**config.mk**
```make
export PLATFORM = sky130hd
export DESIGN_NAME = scan_window_sequencer
export DESIGN_NICKNAME = d
export VERILOG_FILES = /design/src/rtl/scan_window_sequencer.sv
export SDC_FILE = /design/constraint.sdc
export NUM_CORES = 1
export LEC_CHECK = 0
export BUFFER_PORTS_ARGS = -buffer_cell sky130_fd_sc_hd__buf_2
export CORE_MARGIN = 8
export CORE_UTILIZATION = 49
export CTS_CLUSTER_SIZE = 20
export DETAILED_ROUTE_END_ITERATION = 10
export HOLD_SLACK_MARGIN = 0.02
export MAX_ROUTING_LAYER = met4
export PLACE_DENSITY = 0.69
export RECOVER_POWER = 100
export SLEW_MARGIN = 20
export SYNTH_ARGS = -nofsm -noshare
export SYNTH_HDL_FRONTEND = slang
export SYNTH_SLANG_ARGS = --single-unit
```
**constraint.sdc**
```tcl
create_clock -name clock -period 2.7 [get_ports clock]
set_input_delay 0.675 -clock clock [delete_from_list [all_inputs] [get_ports clock]]
set_output_delay 0.675 -clock clock [all_outputs]
set_load 0.005 [all_outputs]
```
**src/rtl/scan_window_sequencer.sv**
```systemverilog
`default_nettype none
// ============================================================================
//  Module   : scan_window_sequencer
//  Purpose  : Sequences a scan-line window buffer (winRow rows x imCol
//             registers with window registers at the row tails). Accepts a
//             raster pixel stream with valid/ready and drives the buffer's
//             (bufMode, bufEnable) pair:
//                HOLD   = (1,0) : every register holds
//                SHIFT  = (0,1) : whole chain shifts one pixel
//                ROTATE = (1,1) : window registers loop around, rest hold
//             Tracks the image row/column and flags when the window lies
//             fully inside the image. Optionally serialises each valid
//             window with downstream backpressure.
//  Ports    : clock, reset (async, active-low)
//             start, serialEn            - frame start / serial mode select
//             pixValid, pixReady         - upstream pixel handshake
//             bufEnable, bufMode         - buffer control pair
//             winValid, winRowIdx/ColIdx - parallel window strobe + position
//             serialValid/Ready/Last     - serial window readout handshake
//             busy, frameDone            - status
//  Revision : 1.0 - initial release
// ============================================================================
module scan_window_sequencer #(
   parameter int winCol = 42,
   parameter int winRow = 42,
   parameter int imCol  = 60,
   parameter int imRow  = 60
) (
   input  logic                       clock,
   input  logic                       reset,
   input  logic                       start,
   input  logic                       serialEn,
   input  logic                       pixValid,
   output logic                       pixReady,
   output logic                       bufEnable,
   output logic                       bufMode,
   output logic                       winValid,
   output logic [$clog2(imRow)-1:0]   winRowIdx,
   output logic [$clog2(imCol)-1:0]   winColIdx,
   output logic                       serialValid,
   input  logic                       serialReady,
   output logic                       serialLast,
   output logic                       busy,
   output logic                       frameDone
);

   localparam int ROW_W  = $clog2(imRow);
   localparam int COL_W  = $clog2(imCol);
   localparam int BEAT_W = $clog2(winRow * winCol + 1);

   localparam logic [ROW_W-1:0]  c_ROW_LAST  = ROW_W'(imRow - 1);
   localparam logic [COL_W-1:0]  c_COL_LAST  = COL_W'(imCol - 1);
   localparam logic [ROW_W-1:0]  c_ROW_MIN   = ROW_W'(winRow - 1);
   localparam logic [COL_W-1:0]  c_COL_MIN   = COL_W'(winCol - 1);
   localparam logic [BEAT_W-1:0] c_BEAT_LAST = BEAT_W'(winRow * winCol - 1);

   typedef enum logic [1:0] {
      IDLE   = 2'd0,
      STREAM = 2'd1,
      SERIAL = 2'd2,
      DONE   = 2'd3
   } state_t;

   state_t              r_state;
   state_t              w_nextState;
   logic [ROW_W-1:0]    r_row;
   logic [COL_W-1:0]    r_col;
   logic [BEAT_W-1:0]   r_beat;
   logic                r_serialEn;
   logic                r_lastSeen;
   logic                r_winValid;
   logic [ROW_W-1:0]    r_winRowIdx;
   logic [COL_W-1:0]    r_winColIdx;
   logic                r_frameDone;

   logic                w_accept;
   logic                w_inBounds;
   logic                w_lastPix;
   logic                w_beatLast;

   assign w_accept   = (r_state == STREAM) && pixValid;
   // A window straddling a row wrap has col < winCol-1, so the column test
   // alone excludes it.
   assign w_inBounds = (r_row >= c_ROW_MIN) && (r_col >= c_COL_MIN);
   assign w_lastPix  = (r_row == c_ROW_LAST) && (r_col == c_COL_LAST);
   assign w_beatLast = (r_beat == c_BEAT_LAST);

   // ------------------------------------------------------------------------
   // State register
   // ------------------------------------------------------------------------
   always_ff @(posedge clock or negedge reset) begin
      if (!reset) begin
         r_state <= IDLE;
      end else begin
         r_state <= w_nextState;
      end
   end

   // ------------------------------------------------------------------------
   // Next state and buffer control. Outputs in STREAM follow pixValid
   // combinationally so the buffer shifts on the same edge that accepts.
   // ------------------------------------------------------------------------
   always_comb begin
      w_nextState = r_state;
      pixReady    = 1'b0;
      bufMode     = 1'b1;
      bufEnable   = 1'b0;
      serialValid = 1'b0;
      serialLast  = 1'b0;
      case (r_state)
         IDLE: begin
            if (start) begin
               w_nextState = STREAM;
            end
         end
         STREAM: begin
            pixReady = 1'b1;
            if (pixValid) begin
               bufMode   = 1'b0;
               bufEnable = 1'b1;
               // The final pixel's window is always in bounds.
               if (w_lastPix) begin
                  w_nextState = r_serialEn ? SERIAL : DONE;
               end else if (w_inBounds && r_serialEn) begin
                  w_nextState = SERIAL;
               end
            end
         end
         SERIAL: begin
            serialValid = 1'b1;
            serialLast  = w_beatLast;
            if (serialReady) begin
               bufEnable = 1'b1;
               if (w_beatLast) begin
                  w_nextState = r_lastSeen ? DONE : STREAM;
               end
            end
         end
         DONE: begin
            w_nextState = IDLE;
         end
         default: begin
            w_nextState = IDLE;
         end
      endcase
   end

   // ------------------------------------------------------------------------
   // Position, beat counter and registered strobes
   // ------------------------------------------------------------------------
   always_ff @(posedge clock or negedge reset) begin
      if (!reset) begin
         r_row       <= '0;
         r_col       <= '0;
         r_beat      <= '0;
         r_serialEn  <= 1'b0;
         r_lastSeen  <= 1'b0;
         r_winValid  <= 1'b0;
         r_winRowIdx <= '0;
         r_winColIdx <= '0;
         r_frameDone <= 1'b0;
      end else begin
         r_winValid  <= w_accept && w_inBounds;
         // frameDone trails the DONE state so it lands one cycle after the
         // final window strobe.
         r_frameDone <= (r_state == DONE);

         if ((r_state == IDLE) && start) begin
            r_serialEn <= serialEn;
            r_row      <= '0;
            r_col      <= '0;
            r_lastSeen <= 1'b0;
         end

         if (w_accept) begin
            r_winRowIdx <= r_row;
            r_winColIdx <= r_col;
            if (r_col == c_COL_LAST) begin
               r_col <= '0;
               r_row <= w_lastPix ? '0 : r_row + 1'b1;
            end else begin
               r_col <= r_col + 1'b1;
            end
            if (w_lastPix) begin
               r_lastSeen <= 1'b1;
            end
            if (w_inBounds) begin
               r_beat <= '0;
            end
         end

         if ((r_state == SERIAL) && serialReady) begin
            r_beat <= r_beat + 1'b1;
         end
      end
   end

   assign winValid  = r_winValid;
   assign winRowIdx = r_winRowIdx;
   assign winColIdx = r_winColIdx;
   assign frameDone = r_frameDone;
   assign busy      = (r_state != IDLE);

endmodule
`default_nettype wire

```
==> qor_table.md, run 1 <==
| Result | This run |
| --- | --- |
| Outcome | finished, final reports clean |
| Cells along the critical path | or4b_1, nor4_1, clkbuf_1 |
| Number of pins exceeding their max-slew limit in the final report | 0 |
| DR vias | 1,794 |
| Final Util | 55.4% |
| Die Wd | 81.9 um |
| Relative max-transition margin | 32.1% |
| Worst Path Max Fanout | 7 |
| I/O pin count | 26 |
| Hold crit path type | reg -> reg |
| Achievable clock frequency | 415 MHz |
| Slowest stage cell, crit path | sky130_fd_sc_hd__or4b_1 |
| Share of the yosys chip area belonging to registers | 48.3% |
| Distinct cell type count after synthesis | 41 |
| Post-route worst setup slack | 0.293 ns |
| Total GRT Usage | 15.6% |
| Clock root buffer | sky130_fd_sc_hd__clkbuf_8 |
| TritonCTS clock tree | built |
| Number of nets in the layout | 274 |
| Buffer levels on the longest clock path | 2 |
| Gr ovfl total | 0 |
| Unrepaired setup endpoints after global routing | false |
| Net count after synthesis | 248 |
| Number of enable-type register cells in the synthesized netlist | 0 |
| Slowest stage delay, CP | 0.60 ns |
| First-pass GRT wire length | 7940 um |
| Total inserted antenna cells | 0 |
| Register clock-pin slew on the reported worst setup and hold paths | 0.08 ns |
| Synth Flop Type | sky130_fd_sc_hd__dfrtp_1 |
| Post-layout minimum cycle time | 2.41 ns |
| Instance count of the mapped netlist | 230 |
| Post-synthesis cell area | 2130 um^2 |
| Power density relative to cell area | 471 nW/um^2 |
| Via-per-instance ratio | 5.81 |
| Worst Setup Slack post-DPL | 0.499 ns |
| Core area | 4260 um^2 |
| P_leak | 1.08 nW |
| Average wire length per cell after detail routing | 14.7 um |
| DRT Wirelength | 4540 um |
| Worst-case vdd ir drop | 359 uV |
| Post CTS Setup Buffer Count | 0 |
| Least-Margin Pin Slew | 1.02 ns |
| Capturing element type of the critical path | output port |
| Period utilisation layout | 89.2% |
| Sinks on the clock net | 41 |
| Sequential standard cell area | 1030 um^2 |
| Post-synthesis async set-or-reset flop share | 100% |
| Total Negative Setup Slacks | 0 ns |
| Number of placement rows | 24 |
| Number of remaining DRC errors | 0 |
| Initial core utilization | 49.9% |
| Proportion of netlist area held by the largest area contributor | 48.3% |
| Final weighted congestion of routability-driven global placement | 0.888 |
| Post-synthesis cell type with the largest combined area | sky130_fd_sc_hd__dfrtp_1 |
| CP startpoint kind | register |
| Library cell with the highest instance count after synthesis | sky130_fd_sc_hd__nand2_1 |
| Setup clock skew after layout | 0.00970 ns |
| Pin count of the biggest net entering global routing | 42 |
| Number of DRC violations after detailed-routing iteration 0 | 135 |
| Setup-failing EPs final | 0 |
| Cts hold-fix bufs | 0 |
| Hold Slack | 0.472 ns |
| Area used by multi-input combinational logic | 1000 um^2 |
| Flip-flop and latch count after synthesis | 41 |
| H-tree levels | 2 |
| Vias in the first global route | 1,667 |
| Synth area leaders | sky130_fd_sc_hd__dfrtp_1 (48%), sky130_fd_sc_hd__o21ai_0 (8.2%), sky130_fd_sc_hd__nand2_1 (7.8%) |
| Crit path arrival time | 1.73 ns |
| Average footprint of a synthesized cell | 9.24 um^2 |
| Total count of hold-check failures in the final report | 0 |
| Required @ worst endpoint | 2.03 ns |
| Die Area | 6700 um^2 |
| CTS buffer count | 5 |
| Total design power | 1.11 mW |
| Type of the worst setup path | reg -> out |
| Die height | 81.9 um |
| Detail Placement HPWL | 3200 um |
| Insertion delay to the later sink of the worst-skew pair | 0.29 ns |
| Maximum Capacitance Violations | 0 |
| Synth warn | 0 |
| Post-route antenna net violation count | 0 |
| Fraction of layout instances using a drive strength above 1 | 12.5% |
| Number of antenna violations at the first check in global routing | 0 |
| Count of buffers inserted at the top-level ports | 25 |
| Layout Area Growth over Synthesis | 11.1% |
| Fill count | 408 |
| Leading post-synthesis cells by instance count | sky130_fd_sc_hd__nand2_1 (44), sky130_fd_sc_hd__dfrtp_1 (41), sky130_fd_sc_hd__o21ai_0 (35) |
| CTS resizes | 0 |
| Number of detailed-route iterations in the first pass | 4 |
## metrics by stage
step                cells  instance area [um^2]
CTS                   309                  2380
global route          309                  2360
floorplan             230                  2130
global placement      301                  2290
detailed placement    301                  2290
finish                309                  2360
## sequential cells by signal, summed over array words and instances, names as in the netlist, 2 cells and up
signal and flops:
r_beat 11, r_col 6, r_row 6, winColIdx 6, winRowIdx 6, r_state 2
## routing by layer
| layer | track usage (%) | share of wire (%) | vias to the layer above |
|---|---|---|---|
| met3 | 4.05 | 5.1 | 6 |
| li1 | - | - | 866 |
| met5 | - | 0 | - |
| met2 | 24.5 | 49 | 48 |
| met1 | 18.6 | 45 | 874 |
| met4 | 5.96 | 1.1 | 0 |
## area by class of cell
class / count / share of cell area, %
Tap cell: 52 / 2.76
Clock inverter: 3 / 0.742
Timing Repair Buffer: 30 / 6.20
Sequential cell: 41 / 43.5
Clock buffer: 5 / 2.91
Multi-Input combinational cell: 168 / 42.3
Inverter: 10 / 1.59
## worst max-delay path: cells and delay by family (launching register included)
kind          cells  cell delay [ns]
flops             1             0.43
buf+inv           1             0.15
simple gates      2             0.87
## worst paths after layout
| path | slack [ns] | startpoint | cells past startpoint | to |
|---|---|---|---|---|
| min in group asynchronous | 0.55 | reset | 1 | r_beat[10] |
| max | 0.29 | r_beat[8] | 3 | serialLast |
| max reg2reg | 0.45 | r_row[0] | 7 | r_state[0] |
| max in group asynchronous | 1.52 | reset | 1 | winRowIdx[2] |
| min | 0.47 | winColIdx[2] | 2 | winColIdx[2] |
| min reg2reg | 0.47 | winColIdx[2] | 2 | winColIdx[2] |
## where the power goes
group | leakage, nW | internal, mW | switching, mW
registers | 0.563 | 0.631 | 0.0272
clock network | 0.0439 | 0.178 | 0.211
logic | 0.470 | 0.0235 | 0.0404
## cells in the final DEF (no fill, tap or decap), types with 5 or more instances in the layout
| cell | netlist | routed |
|---|---|---|
| sky130_fd_sc_hd__clkbuf_1 | 6 | 11 |
| sky130_fd_sc_hd__nor2_1 | 11 | 11 |
| sky130_fd_sc_hd__dfrtp_1 | 41 | 41 |
| sky130_fd_sc_hd__o21ai_0 | 35 | 35 |
| sky130_fd_sc_hd__buf_2 | 3 | 14 |
| sky130_fd_sc_hd__clkbuf_8 | 0 | 5 |
| sky130_fd_sc_hd__nand3_1 | 6 | 6 |
| sky130_fd_sc_hd__nand2_1 | 44 | 44 |
| sky130_fd_sc_hd__a31oi_1 | 7 | 7 |
| sky130_fd_sc_hd__nand4_1 | 7 | 7 |
| sky130_fd_sc_hd__inv_1 | 9 | 10 |
| sky130_fd_sc_hd__ha_1 | 12 | 12 |
## logic make-up after synthesis
group / count (synthesis) / synth area share [%]
AND/OR/NAND/NOR: 90 / 20.6
AO/OA/AOI/OAI: 63 / 18.0
flip-flops: 41 / 48.3
buffers and inverters: 21 / 4.59
adder cells (fa/ha/maj): 12 / 7.06
multiplexers: 2 / 1.06
XOR/XNOR: 1 / 0.412
Note: power is estimated with default switching activity, not from simulation.
==> run 2, diff against run 1 <==
BUFFER_PORTS_ARGS = -buffer_cell sky130_fd_sc_hd__buf_4   (was -buffer_cell sky130_fd_sc_hd__buf_2)
PLACE_DENSITY = 0.72   (was 0.69)
clock period = 2.05 ns   (was 2.7 ns; I/O delays follow)
==> qor_table.md, run 2 (synthesis gave the netlist of run 1 again) <==
| Result | This run | vs previous |
| --- | --- | --- |
| Outcome | complete, but fails checks |  |
| Violations in the final reports | negative setup slack |  |
| Total GRT Usage | 15.8% | +0.20 points |
| Via-per-instance ratio | 5.57 | -4.1% |
| Die height | 81.9 um | unchanged |
| Register share of total power | 56.6% | -2.6 points |
| Vias in the first global route | 1,781 | +6.8% |
| Buffer levels on the longest clock path | 2 | unchanged |
| Fraction of power consumed by the clock network | 34.2% | -0.8 points |
| Die Wd | 81.9 um | unchanged |
| Sequential standard cell area | 1030 um^2 | unchanged |
| Number of remaining DRC errors | 0 | unchanged |
| Startpoint of the worst register-to-register path | r_row[0] |  |
| Worst Path Max Fanout | 2 | -5 |
| Area used by multi-input combinational logic | 1070 um^2 | +6.8% |
| First-pass GRT wire length | 8060 um | +1.5% |
| Power density relative to cell area | 562 nW/um^2 | +19% |
| Number of detailed-route iterations in the first pass | 4 | unchanged |
| Insertion delay to the later sink of the worst-skew pair | 0.30 ns | about the same |
| Cts hold-fix bufs | 0 | unchanged |
| Met2 wire length | 2480 um | +12% |
| Post-route antenna net violation count | 0 | unchanged |
| Number of nets in the layout | 300 | +9.5% |
| Wire length the detailed router placed on met1 | 2050 um | about the same |
| CTS buffer count | 5 | unchanged |
| Achievable clock frequency | 484 MHz |  |
| Type of the worst setup path | reg -> out |  |
| Number of placement rows | 24 | unchanged |
| I/O pin count | 26 | unchanged |
| Core area | 4260 um^2 | unchanged |
| CP Launch Point | r_beat[4] |  |
| P_leak | 1.27 nW | +18% |
| Average wire length per cell after detail routing | 14.4 um | -1.8% |
| Internal power | 1.13 mW | +36% |
| Total Negative Setup Slacks | -0.0151 ns | -0.0151 ns |
| Period utilisation layout | 101% |  |
| Flip-flop count of the largest register after layout | 11 | unchanged |
| Maximum Capacitance Violations | 0 | unchanged |
| Required @ worst endpoint | 1.54 ns | -0.49 ns |
| CP startpoint kind | register |  |
| Number of DRC violations after detailed-routing iteration 0 | 105 | -22% |
| Die Area | 6700 um^2 | unchanged |
| Routed wl met3 | 245 um | +6.5% |
| Relative max-transition margin | 33.4% | +1.3 points |
| Setup-failing EPs final | 1 | +1 |
| Count of buffers inserted at the top-level ports | 25 | unchanged |
| DRT Wirelength | 4830 um | +6.4% |
| Least-Margin Pin Slew | 1.00 ns | -0.0195 ns |
| Crit path arrival time | 1.55 ns | -0.18 ns |
| TritonCTS clock tree | built |  |
| Worst-case vdd ir drop | 343 uV | -4.2% |
| Sinks on the clock net | 41 | unchanged |
| Register with the most flip-flops | r_beat |  |
| Post-layout minimum cycle time | 2.07 ns |  |
| Final weighted congestion of routability-driven global placement | 0.843 | -5.1% |
| Most common cell after layout, fill and taps aside | sky130_fd_sc_hd__nand2_1 |  |
| Initial core utilization | 49.9% | unchanged |
| Layout Area Growth over Synthesis | 27.1% |  |
| Uppermost layer routed | met4 |  |
| Total design power | 1.52 mW | +36% |
| Pin count of the biggest net entering global routing | 42 | unchanged |
| Portion of total power attributed to combinational logic | 9.2% | +3.5 points |
| Fraction of layout instances using a drive strength above 1 | 27.6% | +15 points |
| Unrepaired setup endpoints after global routing | true |  |
| Number of pins exceeding their max-slew limit in the final report | 0 | unchanged |
| DR vias | 1,865 | +4.0% |
| Setup clock skew after layout | 0.00512 ns | -0.00459 ns |
| Register clock-pin slew on the reported worst setup and hold paths | 0.08 ns | about the same |
| Post-route worst setup slack | -0.0151 ns | -0.308 ns |
| Number of antenna violations at the first check in global routing | 0 | unchanged |
| Total inserted antenna cells | 0 | unchanged |
| Total count of hold-check failures in the final report | 0 | unchanged |
| Detail Placement HPWL | 3340 um | +4.4% |
| Gr ovfl total | 0 | unchanged |
| Commonest cells after routing, fill and taps aside | sky130_fd_sc_hd__nand2_1 (44), sky130_fd_sc_hd__dfrtp_1 (41), sky130_fd_sc_hd__buf_4 (36) |  |
| Clock root buffer | sky130_fd_sc_hd__clkbuf_8 |  |
| Hold crit path type | in -> async |  |
| Switching component of the power | 385 uW | +38% |
| Switching power share of the total | 25.4% | +0.29 points |
| Fill count | 386 | -5.4% |
| H-tree levels | 2 | unchanged |
| Capturing element type of the critical path | output port |  |
[run 2: changes by cell type in the layout (fill, tap and decap cells not counted), moves of 3 or more]
cell / before / now
sky130_fd_sc_hd__buf_2: 14 / 0
sky130_fd_sc_hd__o21ai_0: 35 / 32
sky130_fd_sc_hd__clkbuf_4: 0 / 15
sky130_fd_sc_hd__inv_1: 10 / 6
sky130_fd_sc_hd__o21ai_1: 0 / 3
sky130_fd_sc_hd__buf_4: 4 / 36
sky130_fd_sc_hd__and2_0: 4 / 1
sky130_fd_sc_hd__clkbuf_1: 11 / 3
sky130_fd_sc_hd__inv_2: 0 / 4
[run 2: repair_timing]
item / 4_1_cts / 5_1_grt
setup buffers: 5 / 5
gates resized for setup: 11 / 15
pin swaps: 2 / 4
gates cloned: 0 / 0
setup endpoints to repair: 3 / 14
[run 2: power groups by stage]
stage	clock network [mW]	registers, mW	logic [mW]
2_1_floorplan	0	0.872	0.0498
3_3_place_gp	0	0.875	0.108
3_5_place_dp	0	0.876	0.110
4_1_cts	0.531	0.859	0.132
5_1_grt	0.558	0.863	0.159
6_report	0.519	0.859	0.139
[run 2: per-stage QoR]
stage	worst slack, ns	util (%)	instances	hold slack [ns]	instance area (um^2)
3_3_place_gp	0.0898	58.1	317	0.460	2480
4_1_cts	-0.0152	62.1	330	0.201	2650
3_5_place_dp	0.0380	58.1	317	0.465	2480
6_report	-0.0151	63.4	335	0.370	2700
5_1_grt	-0.125	63.4	335	0.469	2700
2_1_floorplan	0.0298	-	230	0.217	2130
[run 2: worst paths after layout]
check / endpoint / slack, ns / cells past startpoint
max: serialLast / -0.02 / 3
min: winColIdx[1] / 0.37 / 1
max reg2reg: r_beat[9] / 0.01 / 9
min reg2reg: winRowIdx[3] / 0.48 / 2
max in group asynchronous: winRowIdx[1] / 1.07 / 1
min in group clock: r_serialEn / 0.46 / 2
[run 2: final cells by class]
| cell class | count | share of cell area (%) |
|---|---|---|
| well taps | 52 | 2.41 |
| repair buffers | 56 | 15.5 |
| clock buffers | 5 | 2.55 |
| flip-flops and latches | 41 | 38.0 |
| inverters | 10 | 1.39 |
| multi-input cells | 168 | 39.5 |
| clock inverters | 3 | 0.648 |
[run 2: layer usage]
metal | global-route usage, % | vias up
li1 | - | 924
met1 | 17.4 | 894
met2 | 27.3 | 41
met3 | 3.61 | 6
met4 | 5.26 | 0
met5 | - | -
[run 2: worst max-delay path, cell delays in order (launching register included)]
cell	delay [ns]
sky130_fd_sc_hd__dfrtp_1	0.39
sky130_fd_sc_hd__or4b_4	0.56
sky130_fd_sc_hd__nor4_4	0.15
sky130_fd_sc_hd__buf_4	0.15
